**src/rtl/pc_stage_vec_pkg.sv**
```systemverilog
// Shared definitions for the vectored PC stage: mtvec mode encodings,
// default interrupt cause base, PC source selector and width helpers.
package pc_stage_vec_pkg;

  // mtvec MODE field encodings
  localparam logic MTVEC_DIRECT   = 1'b0;
  localparam logic MTVEC_VECTORED = 1'b1;

  // Cause code reported by interrupt source 0
  localparam int CAUSE_BASE_DEF = 16;

  // Where the next fetch PC comes from, in decreasing priority
  typedef enum logic [2:0] {
    PC_HOLD  = 3'd0,
    PC_START = 3'd1,
    PC_IRQ   = 3'd2,
    PC_TRAP  = 3'd3,
    PC_MRET  = 3'd4,
    PC_SRET  = 3'd5,
    PC_JMP   = 3'd6,
    PC_SEQ   = 3'd7
  } pc_src_e;

  // Bits needed to hold every cause code cause_base .. cause_base+num_irq-1
  function automatic int cause_width(input int num_irq, input int cause_base);
    int top;
    top = cause_base + num_irq;
    return (top <= 2) ? 1 : $clog2(top);
  endfunction

  // Bits needed to hold a source index 0 .. n-1 (at least one bit)
  function automatic int idx_width(input int n);
    return (n <= 2) ? 1 : $clog2(n);
  endfunction

endpackage

```
**src/rtl/pc_stage_vec_irq_pend_prio.sv**
```systemverilog
// Interrupt front end: per-source rising-edge detect, pending latches and a
// fixed-priority (lowest index first) selector over the enabled pending set.
module irq_pend_prio
  import pc_stage_vec_pkg::*;
#(
  parameter int NUM_IRQ = 4,
  parameter int SW      = idx_width(NUM_IRQ)
) (
  input  logic               clk,
  input  logic               rst_n,
  input  logic [NUM_IRQ-1:0] irq_in,
  input  logic [NUM_IRQ-1:0] irq_en,
  input  logic               rmie,
  input  logic               take,
  output logic               any,
  output logic [SW-1:0]      sel,
  output logic [NUM_IRQ-1:0] pending
);

  logic [NUM_IRQ-1:0] irq_d_r;
  logic [NUM_IRQ-1:0] pend_r;
  logic [NUM_IRQ-1:0] rise_s;
  logic [NUM_IRQ-1:0] cand_s;
  logic [NUM_IRQ-1:0] clr_s;
  logic [SW-1:0]      sel_s;
  logic               found_s;

  // New edges only count while the source and global enable are both on
  assign rise_s = irq_in & ~irq_d_r & irq_en & {NUM_IRQ{rmie}};
  assign cand_s = pend_r & irq_en;

  // Lowest-index enabled pending source wins
  always_comb begin
    sel_s   = '0;
    found_s = 1'b0;
    for (int i = 0; i < NUM_IRQ; i++) begin
      sel_s   = (cand_s[i] && !found_s) ? SW'(i) : sel_s;
      found_s = found_s | cand_s[i];
    end
  end

  // Only the source actually taken loses its pending bit
  always_comb begin
    clr_s = '0;
    for (int i = 0; i < NUM_IRQ; i++) begin
      clr_s[i] = take && (sel_s == SW'(i));
    end
  end

  // Edge history and pending latches; a fresh edge beats a same-cycle clear
  always_ff @(posedge clk or negedge rst_n) begin
    if (!rst_n) begin
      irq_d_r <= '0;
      pend_r  <= '0;
    end else begin
      irq_d_r <= irq_in;
      pend_r  <= (pend_r & ~clr_s) | rise_s;
    end
  end

  assign any     = found_s;
  assign sel     = sel_s;
  assign pending = pend_r;

endmodule

```
**src/rtl/pc_stage_vec.sv**
```systemverilog
// Fetch PC generator with start load, EX-stage redirects, trap/return
// redirects, ecall/ebreak keepers and NUM_IRQ edge-triggered interrupts
// using direct or vectored mtvec targets.
module pc_stage_vec
  import pc_stage_vec_pkg::*;
#(
  parameter int NUM_IRQ    = 4,
  parameter int CAUSE_BASE = CAUSE_BASE_DEF,
  parameter int CW         = cause_width(NUM_IRQ, CAUSE_BASE)
) (
  input  logic               clk,
  input  logic               rst_n,
  input  logic               cpu_start,
  input  logic [31:2]        cpu_start_adr,
  input  logic               cpu_stat_pc,
  input  logic               csr_rmie,
  input  logic [NUM_IRQ-1:0] irq_in,
  input  logic [NUM_IRQ-1:0] irq_en,
  input  logic               g_exception,
  input  logic               ecall_condition_ex,
  input  logic               jmp_condition_ex,
  input  logic               cmd_ecall_ex,
  input  logic               cmd_ebreak_ex,
  input  logic               cmd_mret_ex,
  input  logic               cmd_sret_ex,
  input  logic [31:2]        jmp_adr_ex,
  input  logic [31:2]        csr_mtvec_ex,
  input  logic [31:2]        csr_mepc_ex,
  input  logic [31:2]        csr_sepc_ex,
  input  logic               csr_mtvec_mode,
  output logic [31:2]        pc,
  output logic [31:2]        pc_excep,
  output logic [31:2]        pc_ebreak,
  output logic               cmd_ecall_pc,
  output logic               cmd_ebreak_pc,
  output logic               interrupts_in_pc_state,
  output logic               irq_taken,
  output logic [CW-1:0]      irq_cause,
  output logic [NUM_IRQ-1:0] irq_pending
);

  localparam int SW = idx_width(NUM_IRQ);

  logic               any_s;
  logic [SW-1:0]      sel_s;
  logic [NUM_IRQ-1:0] pending_s;
  logic               take_s;

  logic [29:0]        pc_r;
  logic [29:0]        pc_inc_s;
  logic [29:0]        irq_tgt_s;
  logic [29:0]        pc_nxt_s;
  logic [29:0]        pc_excep_s;
  pc_src_e            pc_src_s;

  logic               start_r;
  logic               ecall_keep_r;
  logic               ebreak_keep_r;
  logic               irq_taken_r;
  logic [CW-1:0]      irq_cause_r;

  irq_pend_prio #(
    .NUM_IRQ (NUM_IRQ),
    .SW      (SW)
  ) u_irq_pend_prio (
    .clk     (clk),
    .rst_n   (rst_n),
    .irq_in  (irq_in),
    .irq_en  (irq_en),
    .rmie    (csr_rmie),
    .take    (take_s),
    .any     (any_s),
    .sel     (sel_s),
    .pending (pending_s)
  );

  assign take_s   = cpu_stat_pc & csr_rmie & any_s;
  assign pc_inc_s = pc_r + 30'd1;

  // Interrupt target: mtvec base, or base plus cause in vectored mode (30-bit wrap)
  always_comb begin
    irq_tgt_s = csr_mtvec_ex;
    case (csr_mtvec_mode)
      MTVEC_DIRECT:   irq_tgt_s = csr_mtvec_ex;
      MTVEC_VECTORED: irq_tgt_s = csr_mtvec_ex + 30'(CAUSE_BASE) + 30'(sel_s);
      default:        irq_tgt_s = csr_mtvec_ex;
    endcase
  end

  // Pick the PC source for this cycle in redirect priority order
  always_comb begin
    pc_src_s = PC_HOLD;
    if (!cpu_stat_pc) begin
      pc_src_s = PC_HOLD;
    end else if (start_r) begin
      pc_src_s = PC_START;
    end else if (take_s) begin
      pc_src_s = PC_IRQ;
    end else if (g_exception | ecall_condition_ex) begin
      pc_src_s = PC_TRAP;
    end else if (cmd_mret_ex) begin
      pc_src_s = PC_MRET;
    end else if (cmd_sret_ex) begin
      pc_src_s = PC_SRET;
    end else if (jmp_condition_ex) begin
      pc_src_s = PC_JMP;
    end else begin
      pc_src_s = PC_SEQ;
    end
  end

  // Map the chosen source onto the next PC value
  always_comb begin
    pc_nxt_s = pc_r;
    case (pc_src_s)
      PC_HOLD:  pc_nxt_s = pc_r;
      PC_START: pc_nxt_s = cpu_start_adr;
      PC_IRQ:   pc_nxt_s = irq_tgt_s;
      PC_TRAP:  pc_nxt_s = csr_mtvec_ex;
      PC_MRET:  pc_nxt_s = csr_mepc_ex;
      PC_SRET:  pc_nxt_s = csr_sepc_ex;
      PC_JMP:   pc_nxt_s = jmp_adr_ex;
      PC_SEQ:   pc_nxt_s = pc_inc_s;
      default:  pc_nxt_s = pc_r;
    endcase
  end

  // Return address to be saved into mepc for the instruction in EX
  always_comb begin
    pc_excep_s = pc_inc_s;
    if (g_exception | ecall_condition_ex) begin
      pc_excep_s = pc_r;
    end else if (jmp_condition_ex) begin
      pc_excep_s = jmp_adr_ex;
    end else begin
      pc_excep_s = pc_inc_s;
    end
  end

  // Fetch PC register
  always_ff @(posedge clk or negedge rst_n) begin
    if (!rst_n) begin
      pc_r <= '0;
    end else begin
      pc_r <= pc_nxt_s;
    end
  end

  // Start-load flag and ecall/ebreak keepers: set by request, cleared by the PC state
  always_ff @(posedge clk or negedge rst_n) begin
    if (!rst_n) begin
      start_r       <= 1'b0;
      ecall_keep_r  <= 1'b0;
      ebreak_keep_r <= 1'b0;
    end else if (cpu_stat_pc) begin
      start_r       <= 1'b0;
      ecall_keep_r  <= 1'b0;
      ebreak_keep_r <= 1'b0;
    end else begin
      start_r       <= start_r | cpu_start;
      ecall_keep_r  <= ecall_keep_r | cmd_ecall_ex;
      ebreak_keep_r <= ebreak_keep_r | cmd_ebreak_ex;
    end
  end

  // Taken pulse and sticky cause of the most recent interrupt
  always_ff @(posedge clk or negedge rst_n) begin
    if (!rst_n) begin
      irq_taken_r <= 1'b0;
      irq_cause_r <= '0;
    end else begin
      irq_taken_r <= take_s;
      if (take_s) begin
        irq_cause_r <= CW'(CAUSE_BASE) + CW'(sel_s);
      end else begin
        irq_cause_r <= irq_cause_r;
      end
    end
  end

  assign pc                     = pc_r;
  assign pc_ebreak              = pc_r;
  assign pc_excep               = pc_excep_s;
  assign interrupts_in_pc_state = take_s;
  assign cmd_ecall_pc           = cpu_stat_pc & ecall_keep_r & ~take_s & csr_rmie;
  assign cmd_ebreak_pc          = cpu_stat_pc & ebreak_keep_r & ~take_s & csr_rmie;
  assign irq_taken              = irq_taken_r;
  assign irq_cause              = irq_cause_r;
  assign irq_pending            = pending_s;

endmodule

```
**config.mk**
```make
export PLATFORM = sky130hd
export DESIGN_NAME = pc_stage_vec
export DESIGN_NICKNAME = d
export VERILOG_FILES = /design/src/rtl/pc_stage_vec_pkg.sv /design/src/rtl/pc_stage_vec_irq_pend_prio.sv /design/src/rtl/pc_stage_vec.sv
export SDC_FILE = /design/constraint.sdc
export NUM_CORES = 1
export LEC_CHECK = 0
export CORE_MARGIN = 10
export CORE_UTILIZATION = 44
export DETAILED_ROUTE_END_ITERATION = 8
export PLACE_DENSITY = 0.89
export SYNTH_ARGS = -nofsm -noshare
export SYNTH_HDL_FRONTEND = slang
export SYNTH_SLANG_ARGS = --single-unit
```
**constraint.sdc**
```tcl
create_clock -name clk -period 4.15 [get_ports clk]
set_input_delay 1.0375 -clock clk [delete_from_list [all_inputs] [get_ports clk]]
set_output_delay 1.0375 -clock clk [all_outputs]
set_load 0.005 [all_outputs]
```
# After elaboration in Yosys (flattened, before gate mapping)
# Index checks and enable logic that the tools add are counted.
# Widths: inputs -> output; s select.
classes:
  n_reduce_logical: 12
  n_addsub: 4
  bitwise_logic: 25
  mux: 17
  eq_ne: 10
op_table:
  columns: ["operator", "count"]
  rows:
  - ["$pmux 30 s7", 1]
  - ["$mux 30", 2]
  - ["$pmux 30 s2", 1]
  - ["$add 30x1->30 const B", 1]
  - ["$add 30x2->30", 1]
  - ["$add 30x5->30 const B", 1]
  - ["$and 4x4->4", 5]
  - ["$eq 3x3->1 const B", 4]
  - ["$mux 3", 4]
  - ["$and 1x1->1", 8]
  - ["$mux 2", 4]
  - ["$not 4->4", 2]
  - ["$logic_and 1x1->1", 7]
  - ["$or 1x1->1", 7]
  - ["$eq 3x2->1 const B", 2]
  - ["$add 5x2->5 const A", 1]
  - ["$mux 1", 5]
  - ["$eq 2x2->1 const B", 2]
  - ["$or 4x4->4", 1]
  - ["$eq 3x1->1 const B", 1]
  - ["$logic_not 1->1", 3]
  - ["$logic_not 3->1", 1]
  - ["$eq 2x1->1 const B", 1]
  - ["$logic_not 2->1", 1]
  - ["$not 1->1", 2]
totals:
  output_inout_bits: 103
  reg_bits: 47

# Longest topological paths before layout
depth:
  depth_word: 11
  depth_mapped: 13
  ltp_nobuf: 12

# Cells and area by module
# Synthesis repeated with hierarchy kept, for this count alone.
hier_totals:
  hier_cells: 760
  area_unflattened_um2: 5699.2
by_module_without_submodules:
  columns: ["module", "n_inst", "cells_per_inst", "area_each_um2"]
  rows:
  - ["pc_stage_vec", 1, 728, 5348.9]
  - ["irq_pend_prio", 1, 32, 350.3]

# Worst setup path before layout
# Ideal clock, no wire load.
synth_timing:
  path_type: "input to register"
  startpoint: "input port irq_en[2]"
  endpoint: "register pc_r[24], in the netlist pc[26]"
  path_buffers: 1
  slack_ps: 744
  cell_stages: 12
  arrival_ps: 3280
  path_cell_list: "nand2_1 > nand3_1 > a21boi_0 > ha_1 > inv_1 > fa_1 > and3b_1 > o211a_1 > clkbuf_1 > nand4_1 > xnor2_1 > a221o_1"
synth_rtl:
  columns: ["item", "line", "rtl"]
  rows:
  - ["start, declared", "pc_stage_vec.sv:18", "input logic [NUM_IRQ-1:0] irq_en,"]
  - ["$and 4x4->4 *", "pc_stage_vec_irq_pend_prio.sv:30", "assign cand_s = pend_r & irq_en;"]
  - ["$or 1x1->1", "pc_stage_vec_irq_pend_prio.sv:38", "found_s = found_s | cand_s[i];"]
  - ["$logic_not 1->1", "pc_stage_vec_irq_pend_prio.sv:37", "sel_s = (cand_s[i] && !found_s) ? SW'(i) : sel_s;"]
  - ["$logic_and 1x1->1", "pc_stage_vec_irq_pend_prio.sv:37", null]
  - ["$mux 2 *", "pc_stage_vec_irq_pend_prio.sv:37", null]
  - ["via sel_s[0]", "pc_stage_vec.sv:45", "logic [SW-1:0] sel_s;"]
  - ["$add 30x2->30 *", "pc_stage_vec.sv:85", "MTVEC_VECTORED: irq_tgt_s = csr_mtvec_ex + 30'(CAUSE_BASE) + 30'(sel_s);"]
  - ["$pmux 30 s2 *", "pc_stage_vec.sv:83", "case (csr_mtvec_mode)"]
  - ["$pmux 30 s7 *", "pc_stage_vec.sv:115", "case (pc_src_s)"]
  - ["end signal, assigned", "pc_stage_vec.sv:145", "pc_r <= pc_nxt_s;"]
  - ["end, declared", "pc_stage_vec.sv:49", "logic [29:0] pc_r;"]
# The timed path passes the listed nets; every way through them passes the cells marked *.
# A chain may end at the register's enable or synchronous reset.

# Worst setup path after layout
layout_timing:
  startpoint: "input port g_exception"
  endpoint: "output port pc_excep[11] (netlist bit)"
layout_between:
  elab_chain_cells: 2
layout_rtl:
  columns: ["item", "line", "rtl"]
  rows:
  - ["start, declared", "pc_stage_vec.sv:19", "input logic g_exception,"]
  - ["$or 1x1->1", "pc_stage_vec.sv:131", "if (g_exception | ecall_condition_ex) begin"]
  - ["$mux 30", "pc_stage_vec.sv:131", null]
  - ["end, declared", "pc_stage_vec.sv:32", "output logic [31:2] pc_excep,"]
# Every way passes these cells.

==> results.ini <==
[power_and_ir_drop]
switching_share_pct=35.5
sequentialPowerShare_pct=30.9
combPwrFrac_pct=49.5
power_frac_clock_pct=19.6
power.switching_mw=0.758
leakage_nw=3.07
intPower_mw=1.38
peakVddDrop_v=0.000188
powerDensity_nw_per_um2=267

[grt]
grt_pass1_vias=6802
met2_usage_pct=49.3
grt_antenna_before_repair=1
gr-usage-met1_pct=34.9
grt_busiest_layer=met2
grt_usage_pct=29.5
use_met3_pct=8.60
grt_max_degree=46
grt_pass1_wl_um=38900
overflow=0

[sta]
slew-limit-headroom_pct=23.6
setup_viol=0
worst_clock_skew_ns=0.0120
tightestPinTransition_ns=1.15
period_share_pct=97.2
slew_viol_final=0
whs_ns=0.472
rsz0062_at_grt=false
hold_viol=0
fmax_mhz=248
fin_crit_ns=4.03

[clock_network]
clockBufferDepth=2
cts.clk_slew.worst_paths_ns=0.06
root_buffer=clkbuf_16
postCtsHoldBufs=0
cts_tree=yes
clock_latency_ns=0.29
clkSinkCount=45
cts.htree.levels=2
cts_inserted_buffers=5

[min_path]
min_path_type=register to register
hold_start=irq_cause[4]

[synth]
ys.flop_type=dfrtp_1
syn_inst=652
syn_area_um2=5080
synth_cell_types=68
synth_seq_cells=45
ys_top_cells_by_area=dfrtp_1 22%, a222oi_1 5.9%, nand2_1 5.5%
yosys.area.top_type_share_pct=22.2
async_flop_share_pct=100
yosysTopAreaCell=dfrtp_1
syn_avg_cell_area_um2=7.79
synthTopCellsByCount=75 x nand2_1, 45 x dfrtp_1, 39 x nand3_1
synth_edf_count=0
ys_seq_area_share_pct=22.2
ys_warn_count=0
yosysMostFrequentCell=nand2_1

[flow_run]
drv_cap=0

[critical_path]
r2r_setup_slack_ns=0.98
crit_arrival_ns=3.00
r2r_start=u_irq_pend_prio.pending[2]
reg2reg_to=pc[16]
start_kind=input pin
critical_path.endpoint=pc_excep[11]
critPathMaxFanout=14
startpoint=g_exception
worstSetupPathType=input pin to output pin
r2r_cells=12
required_ns=3.11
cp-end-kind=output pin

[layout]
drive_gt1_share_pct=9.60
fill_cells=933
utilization_pct=70.4
area_growth_pct=57.6
nets=1060

[drt]
postRouteAntennaNets=0
drt_iter0_markers=1091
wl_per_cell_um=25.1
drcViolationCount=0
vias=6765
viasPerCell=6.57
drtPass1Iterations=6
wl_um=25800

[status]
outcome=complete, no violations

[floorplanning]
io_pins=274
design.core.area_um2=11400
die_x_um=127
fp.dieH_um=127
die-area_um2=16200
start_util_pct=44.6
fp-row-count=39

[place]
dp_hpwl_um=19700
gp_congestion=0.994
portBuffers=271

[worst max-delay path, stage by stage]
cell and delay (ns):
clkdlybuf4s50_1 0.47, or2_4 0.32, buf_4 0.21, nor3_1 0.19, a21oi_1 0.05, o21ai_0 0.17, clkdlybuf4s50_1 0.54
[state kept, by name, indices dropped and copies added (netlist names)]
register	flops
start_r	1
ecall_keep_r	1
u_irq_pend_prio.irq_d_r	4
ebreak_keep_r	1
u_irq_pend_prio.pending	4
irq_cause	3
pc	30
irq_taken	1
[through the flow]
| step | setup TNS [ns] | total power, mW | cell area, um2 | setup WS, ns | cells |
|---|---|---|---|---|---|
| final | 0 | 2.13 | 8000 | 0.116 | 1029 |
| after global routing | 0 | 2.24 | 8000 | 0.00539 | 1029 |
| after CTS | 0 | 2.12 | 7970 | 0.0641 | 1026 |
| after detailed placement | -0.178 | 1.70 | 7830 | -0.0332 | 1019 |
| after global placement | 0 | 1.68 | 7830 | 0.0184 | 1019 |
| after floorplan | 0 | 1.09 | 5080 | 0.744 | 653 |
[cells by family after synthesis]
group / Yosys count / synth area share, %
AOI/OAI and AO/OA: 207 / 29.7
xor gates and xnor gates: 46 / 7.94
adders and majority gates: 4 / 1.13
buffers and inverters: 102 / 10.8
DFF: 45 / 22.2
muxes: 12 / 2.39
other: 1 / 0.0739
and+or+nand+nor: 235 / 25.8
[layer usage]
layer,routed length [um],vias up
li1,-,2941
met1,9520,3220
met2,12200,526
met3,3230,78
met4,860,0
met5,0,-
[how the worst min path moves through the flow]
stage,endpoint,slack [ns],cells after the start
2_1_floorplan,ebreak_keep_r,0.46,2
3_3_place_gp,irq_cause[4],0.45,1
3_5_place_dp,irq_cause[4],0.46,1
4_1_cts,irq_cause[4],0.48,1
5_1_grt,irq_cause[4],0.52,1
6_report,irq_cause[4],0.47,1
[power by group through the flow]
stage	clock network [mW]	logic (mW)	registers [mW]
6_report	0.418	1.06	0.660
5_1_grt	0.436	1.13	0.672
4_1_cts	0.420	1.05	0.654
3_5_place_dp	0	1.04	0.661
3_3_place_gp	0	1.03	0.654
2_1_floorplan	0	0.495	0.592
[repair_timing]
item | in CTS | in global routing
pin swaps | 0 | 1
resized for setup | 1 | 6
cloned | 0 | 1
hold endpoints to repair | 0 | 0
endpoints found under the setup margin | 5 | 7
setup buffers | 0 | 1
[layout by cell type (no fill, tap or decap), types with 12 or more instances in the layout]
cell type and count:
a222oi_1 30, a21oi_1 37, dfrtp_1 43, nand3_1 39
buf_4 44, clkdlybuf4s50_1 269, o21ai_0 30, a22oi_1 28
nand4_1 21, o22ai_1 19, xor2_1 21, and3_1 12
a221o_1 13, xnor2_1 25, nor2_1 25, nand2_1 75
[cell type report]
cell class / count / area, um2 / share of cell area [%]
clock buffer: 6 / 139 / 1.74
antenna: 1 / 2.50 / 0.0313
sequential: 45 / 1130 / 14.1
inverter: 10 / 37.5 / 0.469
clock inverter: 1 / 7.51 / 0.0938
timing repair buffer: 316 / 3060 / 38.3
tap: 143 / 179 / 2.24
multi-input combinational: 507 / 3450 / 43.1
No activity file was read; power rests on OpenSTA's default activity.
